[config.mk]
export PLATFORM = sky130hd
export DESIGN_NAME = sfu_requant_unit
export DESIGN_NICKNAME = d
export VERILOG_FILES = /design/src/rtl/sfu_pkg.sv /design/src/rtl/sfu_sync_fifo.sv /design/src/rtl/sfu_requant_unit.sv
export SDC_FILE = /design/constraint.sdc
export NUM_CORES = 1
export LEC_CHECK = 0
export ABC_AREA = 1
export ABC_CLOCK_PERIOD_IN_PS = 17600
export BUFFER_PORTS_ARGS = -buffer_cell sky130_fd_sc_hd__buf_2
export CAP_MARGIN = 20
export CELL_PAD_IN_SITES_DETAIL_PLACEMENT = 0
export CELL_PAD_IN_SITES_GLOBAL_PLACEMENT = 2
export CORE_MARGIN = 4
export CORE_UTILIZATION = 35
export CTS_BUF_LIST = sky130_fd_sc_hd__clkbuf_4 sky130_fd_sc_hd__clkbuf_8 sky130_fd_sc_hd__clkbuf_16
export DETAILED_ROUTE_END_ITERATION = 8
export GPL_TIMING_DRIVEN = 0
export PLACE_DENSITY = 0.93
export SLEW_MARGIN = 20
export SYNTH_ARGS = -nofsm -noshare
export SYNTH_HDL_FRONTEND = slang
export SYNTH_SLANG_ARGS = --single-unit
export TNS_END_PERCENT = 20
[constraint.sdc]
create_clock -name clk -period 17.6 [get_ports clk]
set_input_delay 3.52 -clock clk [delete_from_list [all_inputs] [get_ports clk]]
set_output_delay 3.52 -clock clk [all_outputs]
set_load 0.01 [all_outputs]
[src/rtl/sfu_pkg.sv]
// Shared widths and the saturating clamp helper for the SFU requant slice.
package sfu_pkg;

  localparam int Q_W   = 5;
  localparam int SH_W  = 6;
  localparam int SAT_W = 64;

  typedef struct packed {
    logic                    sat;
    logic signed [SAT_W-1:0] val;
  } sat_res_t;

  // Clamp a wide signed value into an out_w-bit two's complement range.
  function automatic sat_res_t sat_signed(input logic signed [SAT_W-1:0] v,
                                          input int unsigned             out_w);
    logic signed [SAT_W-1:0] hi;
    logic signed [SAT_W-1:0] lo;
    sat_res_t                res;
    hi      = (64'sd1 <<< (out_w - 1)) - 64'sd1;
    lo      = -hi - 64'sd1;
    res.sat = 1'b0;
    res.val = v;
    if (v > hi) begin
      res.sat = 1'b1;
      res.val = hi;
    end else if (v < lo) begin
      res.sat = 1'b1;
      res.val = lo;
    end
    return res;
  endfunction

endpackage

[src/rtl/sfu_sync_fifo.sv]
// Synchronous FIFO with flop-based storage, occupancy count and full/empty flags.
module sfu_sync_fifo #(
  parameter int WIDTH = 8,
  parameter int DEPTH = 4
) (
  input  logic                       clk,
  input  logic                       rst,
  input  logic                       push,
  input  logic [WIDTH-1:0]           push_data,
  input  logic                       pop,
  output logic [WIDTH-1:0]           pop_data,
  output logic [$clog2(DEPTH):0]     count,
  output logic                       full,
  output logic                       empty
);

  localparam int AW = $clog2(DEPTH);

  logic [WIDTH-1:0] mem_q [DEPTH];
  logic [WIDTH-1:0] mem_d [DEPTH];
  logic [AW-1:0]    wr_ptr_q, wr_ptr_d;
  logic [AW-1:0]    rd_ptr_q, rd_ptr_d;
  logic [AW:0]      count_q, count_d;
  logic             do_push, do_pop;

  assign empty    = (count_q == '0);
  assign full     = (count_q == (AW+1)'(DEPTH));
  assign count    = count_q;
  assign pop_data = mem_q[rd_ptr_q];

  // A full FIFO still accepts a push when the head leaves in the same cycle.
  assign do_pop  = pop & ~empty;
  assign do_push = push & (~full | do_pop);

  always_comb begin
    mem_d    = mem_q;
    wr_ptr_d = wr_ptr_q;
    rd_ptr_d = rd_ptr_q;
    count_d  = count_q;
    if (do_push) begin
      mem_d[wr_ptr_q] = push_data;
      wr_ptr_d        = wr_ptr_q + AW'(1);
    end
    if (do_pop) begin
      rd_ptr_d = rd_ptr_q + AW'(1);
    end
    unique case ({do_push, do_pop})
      2'b10:   count_d = count_q + (AW+1)'(1);
      2'b01:   count_d = count_q - (AW+1)'(1);
      default: count_d = count_q;
    endcase
  end

  always_ff @(posedge clk) begin
    if (rst) begin
      mem_q    <= '{default: '0};
      wr_ptr_q <= '0;
      rd_ptr_q <= '0;
      count_q  <= '0;
    end else begin
      mem_q    <= mem_d;
      wr_ptr_q <= wr_ptr_d;
      rd_ptr_q <= rd_ptr_d;
      count_q  <= count_d;
    end
  end

endmodule

[src/rtl/sfu_requant_unit.sv]
// Requantises SFU log-stage results to a configured output Q with round-half-up and
// saturation, buffering them in a small FIFO with almost_full and sticky overflow reporting.
module sfu_requant_unit
  import sfu_pkg::*;
#(
  parameter int IN_W  = 16,
  parameter int OUT_W = 8,
  parameter int DEPTH = 4
) (
  input  logic             clk,
  input  logic             rst,
  input  logic [Q_W-1:0]   cfg_out_Q,
  input  logic [IN_W-1:0]  data_in,
  input  logic [Q_W-1:0]   data_in_Q,
  input  logic             valid_in,
  output logic [OUT_W-1:0] data_out,
  output logic [Q_W-1:0]   data_out_Q,
  output logic             sat_out,
  output logic             valid_out,
  input  logic             ready_in,
  output logic             almost_full,
  output logic             ovf_err,
  input  logic             err_clr
);

  typedef struct packed {
    logic [OUT_W-1:0] data;
    logic [Q_W-1:0]   q;
    logic             sat;
  } entry_t;

  logic                   s1_valid_q, s1_valid_d;
  logic signed [IN_W-1:0] s1_data_q, s1_data_d;
  logic signed [SH_W-1:0] s1_sh_q, s1_sh_d;
  logic [Q_W-1:0]         s1_q_q, s1_q_d;
  logic                   s2_valid_q, s2_valid_d;
  entry_t                 s2_entry_q, s2_entry_d;
  logic                   almost_full_q, almost_full_d;
  logic                   ovf_err_q, ovf_err_d;

  logic signed [SAT_W-1:0] s2_wide;
  sat_res_t                s2_res;
  int                      sh_i;
  int                      sh_amt;

  entry_t                  head;
  logic [$clog2(DEPTH):0]  fifo_count;
  logic                    fifo_full, fifo_empty;
  logic                    pop, drop;

  always_comb begin
    s1_valid_d = valid_in;
    s1_data_d  = s1_data_q;
    s1_sh_d    = s1_sh_q;
    s1_q_d     = s1_q_q;
    if (valid_in) begin
      s1_data_d = data_in;
      s1_sh_d   = {1'b0, data_in_Q} - {1'b0, cfg_out_Q};
      s1_q_d    = cfg_out_Q;
    end
  end

  // Right shifts clamp at IN_W; left shifts clamp at OUT_W, which already
  // guarantees saturation for any nonzero value.
  always_comb begin
    sh_i    = int'(s1_sh_q);
    sh_amt  = 0;
    s2_wide = SAT_W'(s1_data_q);
    if (sh_i > 0) begin
      sh_amt  = (sh_i > IN_W) ? IN_W : sh_i;
      s2_wide = (s2_wide + (64'sd1 <<< (sh_amt - 1))) >>> sh_amt;
    end else if (sh_i < 0) begin
      sh_amt  = (-sh_i > OUT_W) ? OUT_W : -sh_i;
      s2_wide = s2_wide <<< sh_amt;
    end
    s2_res     = sat_signed(s2_wide, OUT_W);
    s2_valid_d = s1_valid_q;
    s2_entry_d = s2_entry_q;
    if (s1_valid_q) begin
      s2_entry_d.data = s2_res.val[OUT_W-1:0];
      s2_entry_d.q    = s1_q_q;
      s2_entry_d.sat  = s2_res.sat;
    end
  end

  sfu_sync_fifo #(
    .WIDTH($bits(entry_t)),
    .DEPTH(DEPTH)
  ) u_fifo (
    .clk       (clk),
    .rst       (rst),
    .push      (s2_valid_q),
    .push_data (s2_entry_q),
    .pop       (pop),
    .pop_data  (head),
    .count     (fifo_count),
    .full      (fifo_full),
    .empty     (fifo_empty)
  );

  assign pop  = ~fifo_empty & ready_in;
  assign drop = s2_valid_q & fifo_full & ~pop;

  always_comb begin
    almost_full_d = (int'(fifo_count) + int'(s1_valid_q) + int'(s2_valid_q)) >= (DEPTH - 2);
    ovf_err_d     = ovf_err_q;
    if (drop) begin
      ovf_err_d = 1'b1;
    end else if (err_clr) begin
      ovf_err_d = 1'b0;
    end
  end

  always_ff @(posedge clk) begin
    if (rst) begin
      s1_valid_q    <= 1'b0;
      s1_data_q     <= '0;
      s1_sh_q       <= '0;
      s1_q_q        <= '0;
      s2_valid_q    <= 1'b0;
      s2_entry_q    <= '0;
      almost_full_q <= 1'b0;
      ovf_err_q     <= 1'b0;
    end else begin
      s1_valid_q    <= s1_valid_d;
      s1_data_q     <= s1_data_d;
      s1_sh_q       <= s1_sh_d;
      s1_q_q        <= s1_q_d;
      s2_valid_q    <= s2_valid_d;
      s2_entry_q    <= s2_entry_d;
      almost_full_q <= almost_full_d;
      ovf_err_q     <= ovf_err_d;
    end
  end

  assign data_out    = head.data;
  assign data_out_Q  = head.q;
  assign sat_out     = head.sat;
  assign valid_out   = ~fifo_empty;
  assign almost_full = almost_full_q;
  assign ovf_err     = ovf_err_q;

endmodule
==> results.json, run 1 <==
{
  "status": "completed",
  "finalMaxSlewViolations": 0,
  "clock_latency_ns": 0.36,
  "io_buffers": 47,
  "vias": 24072,
  "first_global_vias": 22217,
  "cts_resized": 0,
  "finalSetupTns_ns": 0,
  "synth_top_area_share_pct": 25.56,
  "finalSetupViolCount": 0,
  "r2r_cells": 46,
  "r2r-end": "s2_entry_q[11]$_SDFFE_PP0P_",
  "dieArea_mm2": 0.05605,
  "antenna_found_initial": 0,
  "h-tree-depth": 3,
  "fin_nets": 3810,
  "multi_input_area_mm2": 0.01383,
  "path_clk_slew_ns": 0.08,
  "drive_gt1_share_pct": 4.798,
  "min_period_ns": 9.215,
  "cp_data_arrival_time_ns": 9.46,
  "ctsHoldBuffers": 0,
  "antenna_left": 0,
  "hold_path_depth": 2,
  "place_congestion": 1.044,
  "cts_buffer_depth": 2,
  "ys.flop_type": "dfxtp_1",
  "diodes": 0,
  "synth.area.top_cells": "nand2_1, nand3_1, dfxtp_1, inv_1, nor2_1",
  "grt_use_total_pct": 31.70,
  "hold_viol": 0,
  "final_util_pct": 38.40,
  "ys_seq_area_share_pct": 11.81,
  "worstMarginPinSlew_ns": 0.9066,
  "rsz0062_at_grt": "no",
  "drt-pass1-iter-count": 6,
  "row_count": 83,
  "min_from": "u_fifo.mem_q[18]$_SDFFE_PP0P_",
  "regArea_mm2": 0.002166,
  "crit_top_cell": "nand3_1",
  "fp.dieW_um": 236.7,
  "synthCells": 3615,
  "wl_per_cell_um": 21.48,
  "grt_pass1_wl_mm": 137.6,
  "synthArstFlopShare_pct": 0,
  "routed_wl_mm": 93.86,
  "num-fill-cells": 6264,
  "cts_tree": "built",
  "synth_cell_type_count": 45,
  "r2r_slack_ns": 8.39,
  "powerDensity_mw_per_mm2": 65.26,
  "ys_warn_count": 0,
  "via_per_inst": 5.510,
  "syn_area_per_cell_um2": 5.066,
  "required_ns": 17.85,
  "cts_setup_buffers": 0,
  "slew_headroom_pct": 39.33,
  "critPathKind": "reg2reg",
  "endpoint_kind": "register",
  "grt_overflow": 0,
  "dp_hpwl_mm": 79.05,
  "synth_seq_cells": 108,
  "fmax_mhz": 108.5,
  "synthToLayoutAreaGrowth_pct": 8.007,
  "clockRootBuffer": "clkbuf_16",
  "fp.coreArea_mm2": 0.05151,
  "hold-path-endpoint": "u_fifo.mem_q[18]$_SDFFE_PP0P_",
  "r2r-start": "s1_sh_q[5]$_SDFFE_PP0P_",
  "initial_core_util_pct": 35.55,
  "drt_iter0_drc": 3354,
  "final.setup_skew_ns": 0.01486,
  "cts_sinks": 108,
  "drcViolationCount": 0,
  "cts_buffers": 9,
  "finalCritPeriodShare_pct": 52.36,
  "synth_edf_count": 0,
  "synth_top_area_cell": "nand2_1",
  "p_leak_nw": 10.41,
  "max_cap_violations": 0,
  "grt_max_degree": 51,
  "ir_drop_mv": 0.05091,
  "ios": 48,
  "hold_path_class": "reg2reg",
  "max_stage_delay_ns": 0.77,
  "crit_path_start_kind": "register",
  "fp.dieH_um": 236.7,
  "path_max_fanout": 10,
  "synth_area_mm2": 0.01831,
  "worst_path_max_delay_cell": "nor3_1"
}
## worst max-delay path: cells and delay by family, from the launching register on
family | cells | cell delay (ns)
simple gates | 36 | 6.54
fa+ha+maj | 3 | 0.83
compound gates | 1 | 0.15
flops | 1 | 0.71
buf+inv | 6 | 0.85
## Yosys cell counts, types with 3 or more instances
cell / n
buf_2: 29
nor2_2: 8
inv_2: 12
xor2_1: 12
o21ai_1: 13
nor2_1: 319
ha_1: 91
buf_1: 24
o31ai_1: 4
nor4_1: 7
and3_1: 3
nor3_1: 19
dfxtp_1: 108
o21ai_0: 109
and2_1: 3
o211ai_1: 23
clkbuf_1: 105
nand3_2: 12
a21oi_1: 171
inv_1: 407
xnor2_1: 16
nand2_2: 12
buf_4: 7
fa_1: 4
buf_6: 5
o21bai_1: 9
clkinv_1: 5
nand3b_1: 6
nand4_1: 21
nand3_1: 751
a21boi_1: 3
nand2_1: 1247
o22ai_1: 14
or2_2: 20
## worst max-delay path by stage
stage                            start  depth (start not counted)                           to  slack [ns]
6_report       s1_sh_q[5]$_SDFFE_PP0P_                         46  s2_entry_q[11]$_SDFFE_PP0P_        8.39
5_1_grt        s1_sh_q[5]$_SDFFE_PP0P_                         46  s2_entry_q[11]$_SDFFE_PP0P_        7.74
4_1_cts        s1_sh_q[5]$_SDFFE_PP0P_                         44   s2_entry_q[7]$_SDFFE_PP0P_        8.66
3_5_place_dp   s1_sh_q[5]$_SDFFE_PP0P_                         44   s2_entry_q[7]$_SDFFE_PP0P_        8.69
3_3_place_gp   s1_sh_q[5]$_SDFFE_PP0P_                         44  s2_entry_q[11]$_SDFFE_PP0P_        8.61
2_1_floorplan  s1_sh_q[0]$_SDFFE_PP0P_                         55  s2_entry_q[10]$_SDFFE_PP0P_       11.45
## per-layer routing
layer  global-route usage, %  wire length, um  part of all wire, %
met4                   16.84             6229                  6.6
met5                       0                0                    0
met2                   53.65            43110                   46
met1                   39.60            37950                   40
met3                   3.401             6572                  7.0
## state kept, by name, indices dropped and copies added, names as in the netlist
signal           count
almost_full          1
ovf_err              1
s1_data_q           16
s1_q_q               5
s1_sh_q              6
s1_valid_q           1
s2_entry_q          14
s2_valid_q           1
u_fifo.count         3
u_fifo.mem_q        56
u_fifo.rd_ptr_q      2
u_fifo.wr_ptr_q      2
## where the power goes
part	internal, mW	switching, mW
Clock	0.103	0.109
Sequential	0.255	0.0156
Combinational	0.224	0.585
## through the flow
step                instance area (um2)  setup slack (ns)  hold WS, ns  std cells  total power [mW]
finish                            19780             8.385       0.4621       4369             1.291
global route                      19780             7.735       0.4778       4369             1.370
detailed placement                19470             8.691       0.4496       4353             1.053
CTS                               19780             8.658       0.4626       4369             1.265
global placement                  19440             8.609       0.4458       4352             1.059
floorplan                         18350             11.45       0.4379       3625            0.7942
## cells in the final DEF (no fill, tap or decap), types with 8 or more instances in the layout
cell type,synthesis,layout
o211ai_1,23,23
nand3_1,751,751
clkbuf_16,0,9
o21ai_0,109,109
o21ai_1,13,13
inv_1,407,407
nand4_1,21,21
nor2_1,319,319
xor2_1,12,12
nand2_1,1247,1247
dfxtp_1,108,107
inv_2,12,12
buf_2,29,76
nor3_1,19,19
buf_1,24,24
clkbuf_1,105,105
ha_1,91,91
or2_2,20,20
o22ai_1,14,14
nor2_2,8,8
nand3_2,12,12
a21oi_1,171,171
o21bai_1,9,9
conb_1,1,11
xnor2_1,16,16
nand2_2,12,12
## area by class of cell
class	instances	share of cell area, %
sequential	108	10.95
buffer	172	3.884
clock inverter	7	0.4365
inverter	424	8.046
tap	680	4.301
multi-input combinational	2921	69.92
clock buffer	9	1.139
timing repair buffer	48	1.328
## cell families after synthesis
logic type / count (synthesis) / synth area share, %
other: 1 / 0.02048
XOR/XNOR: 28 / 1.339
buffers and inverters: 596 / 12.89
AND/OR/NAND/NOR: 2431 / 56.79
adder cells (fa/ha/maj): 95 / 6.654
AO/OA/AOI/OAI: 356 / 10.50
flip-flops: 108 / 11.81
No activity file was read; power rests on OpenSTA's default activity.
==> run 2: changes to the inputs <==
--- a/config.mk
+++ b/config.mk
@@ -6,17 +6,17 @@
 export NUM_CORES = 1
 export LEC_CHECK = 0
 export ABC_AREA = 1
-export ABC_CLOCK_PERIOD_IN_PS = 17600
+export ABC_CLOCK_PERIOD_IN_PS = 9000
 export BUFFER_PORTS_ARGS = -buffer_cell sky130_fd_sc_hd__buf_2
 export CAP_MARGIN = 20
 export CELL_PAD_IN_SITES_DETAIL_PLACEMENT = 0
 export CELL_PAD_IN_SITES_GLOBAL_PLACEMENT = 2
 export CORE_MARGIN = 4
-export CORE_UTILIZATION = 35
+export CORE_UTILIZATION = 33
 export CTS_BUF_LIST = sky130_fd_sc_hd__clkbuf_4 sky130_fd_sc_hd__clkbuf_8 sky130_fd_sc_hd__clkbuf_16
 export DETAILED_ROUTE_END_ITERATION = 8
 export GPL_TIMING_DRIVEN = 0
-export PLACE_DENSITY = 0.93
+export PLACE_DENSITY = 0.89
 export SLEW_MARGIN = 20
 export SYNTH_ARGS = -nofsm -noshare
 export SYNTH_HDL_FRONTEND = slang
==> constraint.sdc (replaced) <==
create_clock -name clk -period 9 [get_ports clk]
set_input_delay 1.8 -clock clk [delete_from_list [all_inputs] [get_ports clk]]
set_output_delay 1.8 -clock clk [all_outputs]
set_load 0.01 [all_outputs]
==> run 2 against run 1 <==
  * Global-route usage decreased by 1.3 points
  * Critical path depth rose by 5
  * Non-clock buffer count up 2
  * Combinational power is 98% higher
  * Fmax is 9.4% higher
  * Utilization down 2.2 points
  * Cell area grew 0.75%
  * Clock power up 100%
  * Hold slack is essentially flat
  * Flip-flop and latch count unchanged
  * Via count grew 0.60%
  * Largest cell class unchanged
==> results.json, run 2 (synthesis results as in run 1) <==
{
  "cp_data_arrival_time_ns": 8.68,
  "p_int_mw": 1.170,
  "synthToLayoutAreaGrowth_pct": 8.813,
  "routed_wl_mm": 95.16,
  "row_count": 86,
  "diodes": 0,
  "io_buffers": 47,
  "drcViolationCount": 0,
  "slew_headroom_pct": 44.23,
  "top_register": "u_fifo.mem_q",
  "required_ns": 9.26,
  "crit_path_start_kind": "register",
  "antenna_left": 0,
  "fp.dieW_um": 243.6,
  "clockRootBuffer": "clkbuf_16",
  "max_stage_delay_ns": 0.54,
  "p_leak_nw": 10.44,
  "h-tree-depth": 3,
  "wl_per_cell_um": 21.44,
  "min_period_ns": 8.425,
  "dieArea_mm2": 0.05933,
  "status": "completed",
  "fp.coreArea_mm2": 0.05499,
  "powerDensity_mw_per_mm2": 129.0,
  "fp.dieH_um": 243.6,
  "hold_path_class": "reg2reg",
  "grt_pass1_wl_mm": 138.5,
  "pwr-share-seq_pct": 20.8,
  "cts_tree": "built",
  "vias": 24216,
  "final_common_cell": "nand2_1",
  "fin_nets": 3812,
  "grt_overflow": 0,
  "r2r_slack_ns": 0.57,
  "critPathKind": "reg2reg",
  "power_frac_clock_pct": 16.9,
  "final_cell_mix": "nand2_1, nand3_1, inv_1, nor2_1, a21oi_1",
  "clock_latency_ns": 0.36,
  "place_congestion": 1.056,
  "drive_gt1_share_pct": 5.148,
  "cts_buffers": 9,
  "ir_drop_mv": 0.1057,
  "crit_family": "simple AND/OR/NAND/NOR gates",
  "initial_core_util_pct": 33.31,
  "finalMaxSlewViolations": 0,
  "max_cap_violations": 0,
  "num-fill-cells": 6606,
  "use_met3_pct": 3.148,
  "switchingPower_mw": 1.400,
  "grt_max_degree": 53,
  "worst_path_max_delay_cell": "xor2_1",
  "ctsHoldBuffers": 0,
  "ios": 48,
  "fmax_mhz": 118.7,
  "reg.largest.list": "u_fifo.mem_q: 56 flops, s1_data_q: 16 flops, s2_entry_q: 14 flops",
  "crit_top_cell": "nand2_1",
  "rsz0062_at_grt": "no",
  "hold_viol": 0,
  "path_clk_slew_ns": 0.08,
  "switching_share_pct": 54.47,
  "path_buf_inv": 9,
  "endpoint_kind": "register",
  "cts_buffer_depth": 2,
  "dp_hpwl_mm": 80.18,
  "hold-worst-slack_ns": 0.4617,
  "grt-busiest-layer": "met2",
  "met2_usage_pct": 49.29,
  "p_total_mw": 2.570,
  "cts_sinks": 108,
  "first_global_vias": 21905,
  "largest_reg_flops": 56,
  "via_per_inst": 5.455,
  "combPwrFrac_pct": 62.3,
  "finalCritPeriodShare_pct": 93.61,
  "final.setup_skew_ns": 0.01305,
  "met1_usage_pct": 40.85,
  "path_max_fanout": 10,
  "drt_iter0_drc": 2789,
  "finalSetupViolCount": 0,
  "antenna_found_initial": 0,
  "grt_use_total_pct": 30.38,
  "worstMarginPinSlew_ns": 0.8366,
  "drt-pass1-iter-count": 9
}
run 2: cell types whose count changed in the layout (fill, tap and decap cells not counted), moves of 2 or more:
cell / previous run / this run
buf_4: 7 / 11
nor2_1: 319 / 315
nor2_4: 1 / 5
clkbuf_2: 0 / 3
clkbuf_1: 105 / 103
nand2_1: 1247 / 1245
nand2_2: 12 / 14
run 2: area by class of cell:
cell class	count	area, um2	area share [%]
well taps	748	935.9	4.696
clock inverters	6	91.34	0.4583
repair buffers	50	257.7	1.293
multi-input cells	2921	13870	69.61
flip-flops and latches	108	2166	10.87
plain buffers	172	774.5	3.886
clock buffers	10	239.0	1.199
inverters	424	1592	7.986
run 2: per-layer routing:
| metal | up-vias | part of all wire [%] |
|---|---|---|
| met4 | 0 | 5.4 |
| met2 | 1148 | 44 |
| li1 | 11821 | - |
| met5 | - | 0 |
| met1 | 11046 | 43 |
| met3 | 201 | 7.7 |
run 2: final timing paths:
check	from	to	cells past startpoint
worst max-delay path	s1_sh_q[4]$_SDFFE_PP0P_	s2_entry_q[6]$_SDFFE_PP0P_	51
worst min-delay path	u_fifo.mem_q[19]$_SDFFE_PP0P_	u_fifo.mem_q[19]$_SDFFE_PP0P_	2
worst max register to register	s1_sh_q[4]$_SDFFE_PP0P_	s2_entry_q[6]$_SDFFE_PP0P_	51
worst min register to register	u_fifo.mem_q[19]$_SDFFE_PP0P_	u_fifo.mem_q[19]$_SDFFE_PP0P_	2
run 2: power groups by stage:
| stage | logic, mW | clock network (mW) | registers [mW] |
|---|---|---|---|
| 3_5_place_dp | 1.54 | 0 | 0.545 |
| 5_1_grt | 1.73 | 0.459 | 0.537 |
| 2_1_floorplan | 1.03 | 0 | 0.526 |
| 3_3_place_gp | 1.55 | 0 | 0.545 |
| 6_report | 1.60 | 0.434 | 0.535 |
| 4_1_cts | 1.54 | 0.440 | 0.534 |
run 2: what timing repair did:
item | in CTS | in global routing
pin swaps | 0 | 1
setup endpoints to repair | 8 | 8
buffers inserted | 0 | 3
resized for setup | 1 | 18
run 2: per-stage QoR:
step                      setup slack [ns]  util (%)  TNS [ns]  instances  instance area, um2
after floorplan                      2.845         -         0       3625               18350
after global placement             -0.2612     35.50    -1.710       4420               19520
after detailed placement           -0.1681     35.51   -0.9554       4420               19530
after CTS                          0.02582     36.12         0       4436               19860
after global routing              0.003492     36.24         0       4439               19930
final                               0.5750     36.24         0       4439               19930
run 2: worst register-to-register path, delay by kind of cell (launching register included):
family,cells,cell delay [ns]
adders and majority gates,3,0.83
xor gates and xnor gates,1,0.54
DFF,1,0.31
and+or+nand+nor,36,4.88
buffers and inverters,9,1.26
AOI/OAI and AO/OA,2,0.50
